`config.mk`:
```
export PLATFORM = sky130hd
export DESIGN_NAME = lzc_chunk_sched
export DESIGN_NICKNAME = d
export VERILOG_FILES = /design/src/rtl/lzc_pkg.sv /design/src/rtl/lzc8_slice.sv /design/src/rtl/lzc_chunk_sched.sv
export SDC_FILE = /design/constraint.sdc
export NUM_CORES = 1
export LEC_CHECK = 0
export ABC_AREA = 1
export CORE_UTILIZATION = 50
export CTS_CLUSTER_SIZE = 30
export DETAILED_ROUTE_END_ITERATION = 16
export HOLD_SLACK_MARGIN = 0.06
export PLACE_DENSITY = 0.76
export SLEW_MARGIN = 20
export SYNTH_ARGS = -nofsm -noshare
export SYNTH_HDL_FRONTEND = slang
export SYNTH_SLANG_ARGS = --single-unit
```
`constraint.sdc`:
```
create_clock -name clk -period 2 [get_ports clk]
set_input_delay 0.5 -clock clk [delete_from_list [all_inputs] [get_ports clk]]
set_output_delay 0.5 -clock clk [all_outputs]
set_load 0.02 [all_outputs]
```
`src/rtl/lzc_pkg.sv`:
```
// lzc_pkg: shared constants, state encoding and width helper for the chunked LZC
package lzc_pkg;
  localparam int CHUNK_W = 8;
  typedef enum logic [1:0] {IDLE = 2'd0, SCAN = 2'd1, DONE = 2'd2} lzc_state_e;
  function automatic int cw_of(input int width);
    return $clog2(width + 1);
  endfunction
endpackage

```
`src/rtl/lzc8_slice.sv`:
```
// lzc8_slice: combinational MSB-first leading-zero count of one 8-bit chunk
module lzc8_slice (
  input  logic [7:0] chunk,
  output logic [2:0] cnt,
  output logic       all_zero
);
  // priority decode from the MSB; value is 7 (don't care) for a zero chunk
  always_comb begin
    cnt = chunk[7] ? 3'd0 : chunk[6] ? 3'd1 : chunk[5] ? 3'd2 : chunk[4] ? 3'd3 :
          chunk[3] ? 3'd4 : chunk[2] ? 3'd5 : chunk[1] ? 3'd6 : 3'd7;
    all_zero = ~|chunk;
  end
endmodule

```
`src/rtl/lzc_chunk_sched.sv`:
```
// lzc_chunk_sched: multi-cycle leading-zero counter scanning one 8-bit chunk per cycle
module lzc_chunk_sched
  import lzc_pkg::*;
#(
  parameter  int WIDTH  = 32,
  localparam int NCHUNK = WIDTH / CHUNK_W,
  localparam int CW     = cw_of(WIDTH)
) (
  input  logic             clk,
  input  logic             rst_n,
  input  logic             in_valid,
  output logic             in_ready,
  input  logic [WIDTH-1:0] in_data,
  output logic             out_valid,
  input  logic             out_ready,
  output logic [CW-1:0]    out_count,
  output logic             out_zero
);
  localparam int IW = NCHUNK > 1 ? $clog2(NCHUNK) : 1;
  lzc_state_e       state_q, state_d;
  logic [WIDTH-1:0] sr_q, sr_d;
  logic [CW-1:0]    cnt_q, cnt_d;
  logic [IW-1:0]    idx_q, idx_d;
  logic             zero_q, zero_d;
  logic [2:0]       s_cnt;
  logic             s_zero;
  lzc8_slice u_slice (
    .chunk    (sr_q[WIDTH-1 -: CHUNK_W]),
    .cnt      (s_cnt),
    .all_zero (s_zero)
  );
  assign in_ready  = state_q == IDLE;
  assign out_valid = state_q == DONE;
  assign out_count = cnt_q;
  assign out_zero  = zero_q;
  // next-state: capture in IDLE, one chunk per SCAN cycle, hold in DONE until taken
  always_comb begin
    state_d = state_q;
    sr_d    = sr_q;
    cnt_d   = cnt_q;
    idx_d   = idx_q;
    zero_d  = zero_q;
    unique case (state_q)
      IDLE: if (in_valid) begin
        sr_d    = in_data;
        cnt_d   = '0;
        idx_d   = '0;
        state_d = SCAN;
      end
      SCAN: if (!s_zero) begin
        cnt_d   = cnt_q + CW'(s_cnt);
        zero_d  = 1'b0;
        state_d = DONE;
      end else if (idx_q != IW'(NCHUNK - 1)) begin
        cnt_d = cnt_q + CW'(CHUNK_W);
        sr_d  = sr_q << CHUNK_W;
        idx_d = idx_q + 1'b1;
      end else begin
        cnt_d   = CW'(WIDTH);
        zero_d  = 1'b1;
        state_d = DONE;
      end
      DONE: if (out_ready) state_d = IDLE;
      default: state_d = IDLE;
    endcase
  end
  // state registers with synchronous active-low reset discarding any in-flight op
  always_ff @(posedge clk) begin
    if (!rst_n) begin
      state_q <= IDLE;
      sr_q    <= '0;
      cnt_q   <= '0;
      idx_q   <= '0;
      zero_q  <= 1'b0;
    end else begin
      state_q <= state_d;
      sr_q    <= sr_d;
      cnt_q   <= cnt_d;
      idx_q   <= idx_d;
      zero_q  <= zero_d;
    end
  end
endmodule

```
==> impl_results.md, run 1 <==
* Post-synth top flop: dfxtp_1
* Max FO, Critical Path at 3
* Crit end category: output pin
* DR pass1 iterations at 4
* Layout cells sized above 1 at 6.50%
* Maximum clock path buffer count at 2
* I/O pins at 45
* Startpoint types: flip-flop
* Starting Density at 52.7%
* Hpwl dp at 3330 µm
* Yosys warnings at 0
* Fillers at 378
* Final hold viol count at 0
* Critical Path AT at 1.39 ns
* TritonCTS clock tree: yes
* Slew Limit Fails at 0
* GRT Overall Usage at 23.0%
* Post-synthesis sequential area ratio at 40.3%
* Wirelength, routed at 4590 µm
* Commonest cells after routing, fill and taps aside: nand2_1 (116), nor2_1 (59), clkdlybuf4s50_1 (43)
* Synth Area in Compound Gates at 12.7%
* Worst relative slew slack at 55.8%
* Antenna violations before repair at 0
* RD Place Congestion at 0.759
* Hold Crit Class: reg -> reg
* Maximum clock rate at 530 MHz
* Mapped Nets at 367
* XOR/XNOR Fraction of Synth Area at 0.410%
* I/O Buffers at 44
* Endpoints failing setup at 0
* Largest family of logic cells by synthesized area: simple AND/OR/NAND/NOR gates
* TritonCTS Sinks at 43
* Outcome: finished clean
* Vias/cell at 4.97
* ANT nets after route at 0
* CTS HTree Levels at 2
* Vias in the first global route at 1,913
* FFs w/ async S/R, synth at 0%
* Routed WL per cell at 11.0 µm
* Required @ worst endpoint at 1.50 ns
* Number of synthesized flops with an enable pin at 0
* Layout area overhead at 27.0%
* Pin count of the biggest net entering global routing at 35
* CTS Root Cell: clkbuf_8
* Setup_tns at 0 ns
* Slew @ Worst Pin at 0.660 ns
* Tcrit/Tclk final at 94.3%
* Worst skew pair latency at 0.30 ns
* Max-cap violations at 0
* DR iter-0 viols at 69
* Most common cell after layout, fill and taps aside: nand2_1
* Cell Area, Synth at 2140 µm²
* Leakage at 1.23 nW
* Die Area at 4540 µm²
* Mean Syn Cell Area at 6.58 µm²
* Row Count at 23
* Post-CTS setup buffer count at 0
* Post-synthesis adder-cell area fraction at 3.86%
* CORE AREA at 4060 µm²
* Post-route DRC violation count at 0
* Yosys cell types at 26
* Final clock skew at 0.00593 ns
* CTS Buf Count at 5
* Area contributors post-synth: dfxtp_1 (40%), nand2_1 (20%), nor2_1 (10%), a21oi_1 (4.7%), o21ai_1 (3.5%)
* Worst Path Class, Setup: reg -> out
* Total grt overflow at 0
* DR vias at 2,082
* Die W at 67.4 µm
* RSZ-0062 raised after global routing: false
* Chip height at 67.4 µm
* Clock-pin slew on the worst setup and hold paths at 0.08 ns
* #FFs+latches synth at 43
* Total power at 2.74 mW
* Min cycle time layout at 1.89 ns
* Synth Area in Simple Gates at 36.6%
* Power Density at 1010 nW/µm²
* Post-synth top area cell: dfxtp_1
* First-pass GRT wire length at 7800 µm
* Post-synthesis cell count at 325
* Post-synth top area share at 40.3%
* ANT cells at 0
* Nets at 410
* Max IR drop VDD at 592 µV
* Mux contribution to synthesized area at 0%
-- cell usage after synthesis (all sizes together), types with 2 or more instances --
cell type	instances
buf	11
nand2	119
nor3	2
clkbuf	3
nand3	11
nor2	61
a21oi	20
inv	14
ha	5
dfxtp	43
o21ai	29
-- routing by layer --
| layer | wire length, µm | share of wire, % | vias up | global-route usage, % |
|---|---|---|---|---|
| met2 | 2230 | 49 | 38 | 42.1 |
| met4 | 99 | 2.2 | 0 | 10.6 |
| li1 | - | - | 1119 | - |
| met3 | 156 | 3.4 | 9 | 4.73 |
| met5 | 0 | 0 | - | 0 |
| met1 | 2110 | 46 | 916 | 25.0 |
-- path summary, 6_finish.rpt --
| path | startpoint | end | slack (ns) | cells after the start |
|---|---|---|---|---|
| max | state_q[1] | in_ready | 0.11 | 2 |
| min | sr_q[3] | sr_q[3] | 0.46 | 2 |
| max reg2reg | sr_q[26] | out_count[4] | 0.15 | 13 |
| min reg2reg | sr_q[3] | sr_q[3] | 0.46 | 2 |
-- logic make-up (layout without fill, tap and decap cells) --
family,Yosys count,count (layout)
buffers and inverters,29,73
DFF,43,43
AOI/OAI and AO/OA,51,51
and+or+nand+nor,195,195
xor gates and xnor gates,1,1
adders and majority gates,6,6
-- what timing repair did --
item | in CTS | in global routing
endpoints found under the hold margin | 0 | 0
hold buffers | 0 | 0
setup endpoints to repair | 0 | 2
gates resized for setup | 0 | 4
-- layout make-up --
| cell class | count | area (µm²) | share of cell area, % |
|---|---|---|---|
| Inverter | 15 | 56.3 | 2.07 |
| Clock buffer | 6 | 72.6 | 2.67 |
| Clock inverter | 2 | 12.5 | 0.461 |
| Timing Repair Buffer | 50 | 500 | 18.4 |
| Tap cell | 50 | 62.6 | 2.30 |
| Sequential cell | 43 | 863 | 31.8 |
| Multi-Input combinational cell | 253 | 1150 | 42.3 |
-- where the power goes --
| part | total (mW) | leakage [nW] | switching [mW] | internal [mW] |
|---|---|---|---|---|
| clock network | 0.537 | 0.0412 | 0.293 | 0.244 |
| logic | 1.08 | 0.829 | 0.650 | 0.425 |
| registers | 1.13 | 0.354 | 0.107 | 1.02 |
| total | 2.74 | 1.23 | 1.05 | 1.69 |
-- per-stage QoR --
stage | utilization, % | setup WS [ns] | instances | instance area (µm²) | hold WS [ns]
6_report | 66.9 | 0.113 | 419 | 2720 | 0.462
3_3_place_gp | 64.6 | 0.187 | 411 | 2620 | 0.447
3_5_place_dp | 64.6 | 0.140 | 411 | 2620 | 0.454
2_1_floorplan | - | 0.229 | 325 | 2140 | 0.435
5_1_grt | 66.9 | 0.0112 | 419 | 2720 | 0.484
4_1_cts | 66.7 | 0.00389 | 419 | 2710 | 0.465
-- registers in the layout, indices dropped and copies added, names as in the netlist --
| register | flops |
|---|---|
| out_zero | 1 |
| idx_q | 2 |
| state_q | 2 |
| sr_q | 32 |
| out_count | 6 |
-- critical path, stage by stage (launching register included) --
cell	delay, ns
dfxtp_1	0.34
nor2_1	0.13
clkdlybuf4s50_1	0.62
Note: power is estimated with default switching activity, not from simulation.
==> run 2, diff against run 1 <==
--- a/config.mk
+++ b/config.mk
@@ -7,6 +7,7 @@
 export LEC_CHECK = 0
 export ABC_AREA = 1
 export CORE_UTILIZATION = 50
+export CTS_CLUSTER_DIAMETER = 40
 export CTS_CLUSTER_SIZE = 30
 export DETAILED_ROUTE_END_ITERATION = 16
 export HOLD_SLACK_MARGIN = 0.06
==> results of run 2 <==
No change in the layout: final DEF, timing and power equal those of run 1.
==> run 3, diff against run 2 <==
--- a/config.mk
+++ b/config.mk
@@ -6,12 +6,13 @@
 export NUM_CORES = 1
 export LEC_CHECK = 0
 export ABC_AREA = 1
-export CORE_UTILIZATION = 50
+export CORE_UTILIZATION = 38
 export CTS_CLUSTER_DIAMETER = 40
 export CTS_CLUSTER_SIZE = 30
 export DETAILED_ROUTE_END_ITERATION = 16
+export DONT_BUFFER_PORTS = 1
 export HOLD_SLACK_MARGIN = 0.06
-export PLACE_DENSITY = 0.76
+export PLACE_DENSITY = 0.49
 export SLEW_MARGIN = 20
 export SYNTH_ARGS = -nofsm -noshare
 export SYNTH_HDL_FRONTEND = slang
==> run 3 against run 2 <==
- fmax is 2.0% higher
- critical path depth is 11 higher
- wire length is 6.1% higher
- core utilization is 23 points lower
- largest cell class unchanged
- non-clock buffer count is 41 lower
- global-route usage is 5.1 points lower
- die area is 31% higher
- first-iteration DRC count is 5.8% lower
- power is 3.0% lower
- combinational power is 11% lower
- sequential share of layout area is 5.4 points higher
==> impl_results.md, run 3 (synthesis results as in run 1) <==
* Routed WL per cell at 12.3 µm
* CORE AREA at 5270 µm²
* Post-route DRC violation count at 0
* Layout cells sized above 1 at 8.87%
* Crit end category: flip-flop
* Vias/cell at 4.78
* DR vias at 1,898
* Startpoint types: flip-flop
* Outcome: finished clean
* Final worst slack at 0.151 ns
* ANT nets after route at 0
* CTS Buf Count at 5
* Layout area overhead at 8.55%
* Sequential share of power at 43.0%
* Critical path depth in cells at 13
* TritonCTS Sinks at 43
* CP bufs+invs at 1
* CTS HTree Levels at 2
* Fillers at 593
* Worst slack, placed at 0.0961 ns
* Worst skew pair latency at 0.29 ns
* Wirelength, routed at 4870 µm
* Die W at 77.0 µm
* Antenna violations before repair at 0
* Psw at 1.03 mW
* Hold Buf Count CTS at 0
* Critical path cell sequence: inv_1 > a21oi_1 > o21bai_1 > a21oi_2 > ha_2 > fa_2 > nand2_1 > nand2_1 > a21o_1 > nand3_1 > nand2_1 > nand2_1 > a21oi_1
* Slew @ Worst Pin at 0.630 ns
* Max FFs per register at 32
* Leakage at 1.06 nW
* Worst Path Class, Setup: reg -> reg
* Pin count of the biggest net entering global routing at 35
* Max IR drop VDD at 401 µV
* Clock-pin slew on the worst setup and hold paths at 0.08 ns
* Slew Limit Fails at 0
* Starting Density at 40.6%
* WL met3 at 235 µm
* Comb pwr share at 36.1%
* GRT Overall Usage at 17.9%
* CTS Root Cell: clkbuf_8
* R2R Setup Slk at 0.15 ns
* RD Place Congestion at 0.769
* Top Layer Used: met4
* Reg2reg path depth at 13
* Top delay family on crit path: adder cells
* Power Density at 1150 nW/µm²
* Largest Register: sr_q
* Chip height at 77.0 µm
* RSZ-0062 raised after global routing: false
* Max-cap violations at 0
* WL met1 at 2300 µm
* I/O pins at 45
* Crit path largest cell delay at 0.34 ns
* Clock Power Share at 20.9%
* Hold Crit Class: in -> reg
* Maximum clock path buffer count at 2
* Maximum clock rate at 541 MHz
* Vias in the first global route at 1,881
* Nets at 369
* Final hold viol count at 0
* DR iter-0 viols at 65
* Critical Path AT at 2.01 ns
* Tcrit/Tclk final at 92.5%
* Fin util at 44.0%
* Total grt overflow at 0
* Switching Fraction at 38.9%
* Endpoints failing setup at 0
* Required @ worst endpoint at 2.16 ns
* Worst Hold Depth at 2
* First-pass GRT wire length at 8460 µm
* Worst relative slew slack at 57.9%
* Die Area at 5930 µm²
* Met2 wire len at 2320 µm
* Slowest CP cell: fa_2
* Internal power at 1.63 mW
* I/O Buffers at 0
* TritonCTS clock tree: yes
* ANT cells at 0
* Min cycle time layout at 1.85 ns
* DR pass1 iterations at 4
* Max FO, Critical Path at 3
* Most common cell after layout, fill and taps aside: nand2_1
* Final clock skew at 0.00299 ns
* Hpwl dp at 3400 µm
* Commonest cells after routing, fill and taps aside: nand2_1 (116), nor2_1 (59), dfxtp_1 (42)
* Setup_tns at 0 ns
* Most frequent CP cell: nand2_1
* Row Count at 26
==> run 3: power groups by stage <==
stage	combinational, mW	clock (mW)	sequential, mW
final	0.960	0.556	1.14
after global routing	1.13	0.613	1.17
after CTS	0.959	0.584	1.14
after detailed placement	0.958	0	1.16
after global placement	0.960	0	1.16
after floorplan	0.773	0	1.14
==> run 3: timing repair <==
action / 4_1_cts / 5_1_grt
hold endpoints to repair: 0 / 0
resized for setup: 0 / 5
endpoints found under the setup margin: 0 / 1
buffers inserted: 0 / 1
==> run 3: final cells by class <==
class | count | area [µm²] | share of cell area (%)
Clock buffer | 6 | 82.6 | 3.56
Clock inverter | 1 | 5.00 | 0.216
Inverter | 15 | 56.3 | 2.43
Multi-Input combinational cell | 253 | 1160 | 49.9
Sequential cell | 43 | 862 | 37.2
Tap cell | 70 | 87.6 | 3.78
Timing Repair Buffer | 9 | 67.6 | 2.91
==> run 3: worst paths after layout <==
| kind | startpoint | to |
|---|---|---|
| max | sr_q[26] | out_count[4] |
| min | rst_n | sr_q[15] |
| max reg2reg | sr_q[26] | out_count[4] |
| min reg2reg | sr_q[5] | sr_q[5] |
==> run 3: per-layer routing <==
metal,global-route usage (%),vias to the layer above
met5,0,-
met4,3.96,0
met3,5.48,2
met2,30.9,28
met1,21.7,846
li1,-,1022
==> run 3: per-stage QoR <==
step | cells | hold slack [ns] | cell area, µm² | power, mW
6_report | 397 | 0.343 | 2320 | 2.66
5_1_grt | 397 | 0.324 | 2320 | 2.91
4_1_cts | 396 | 0.331 | 2300 | 2.69
3_5_place_dp | 389 | 0.456 | 2210 | 2.12
3_3_place_gp | 389 | 0.452 | 2210 | 2.12
2_1_floorplan | 325 | 0.435 | 2140 | 1.92
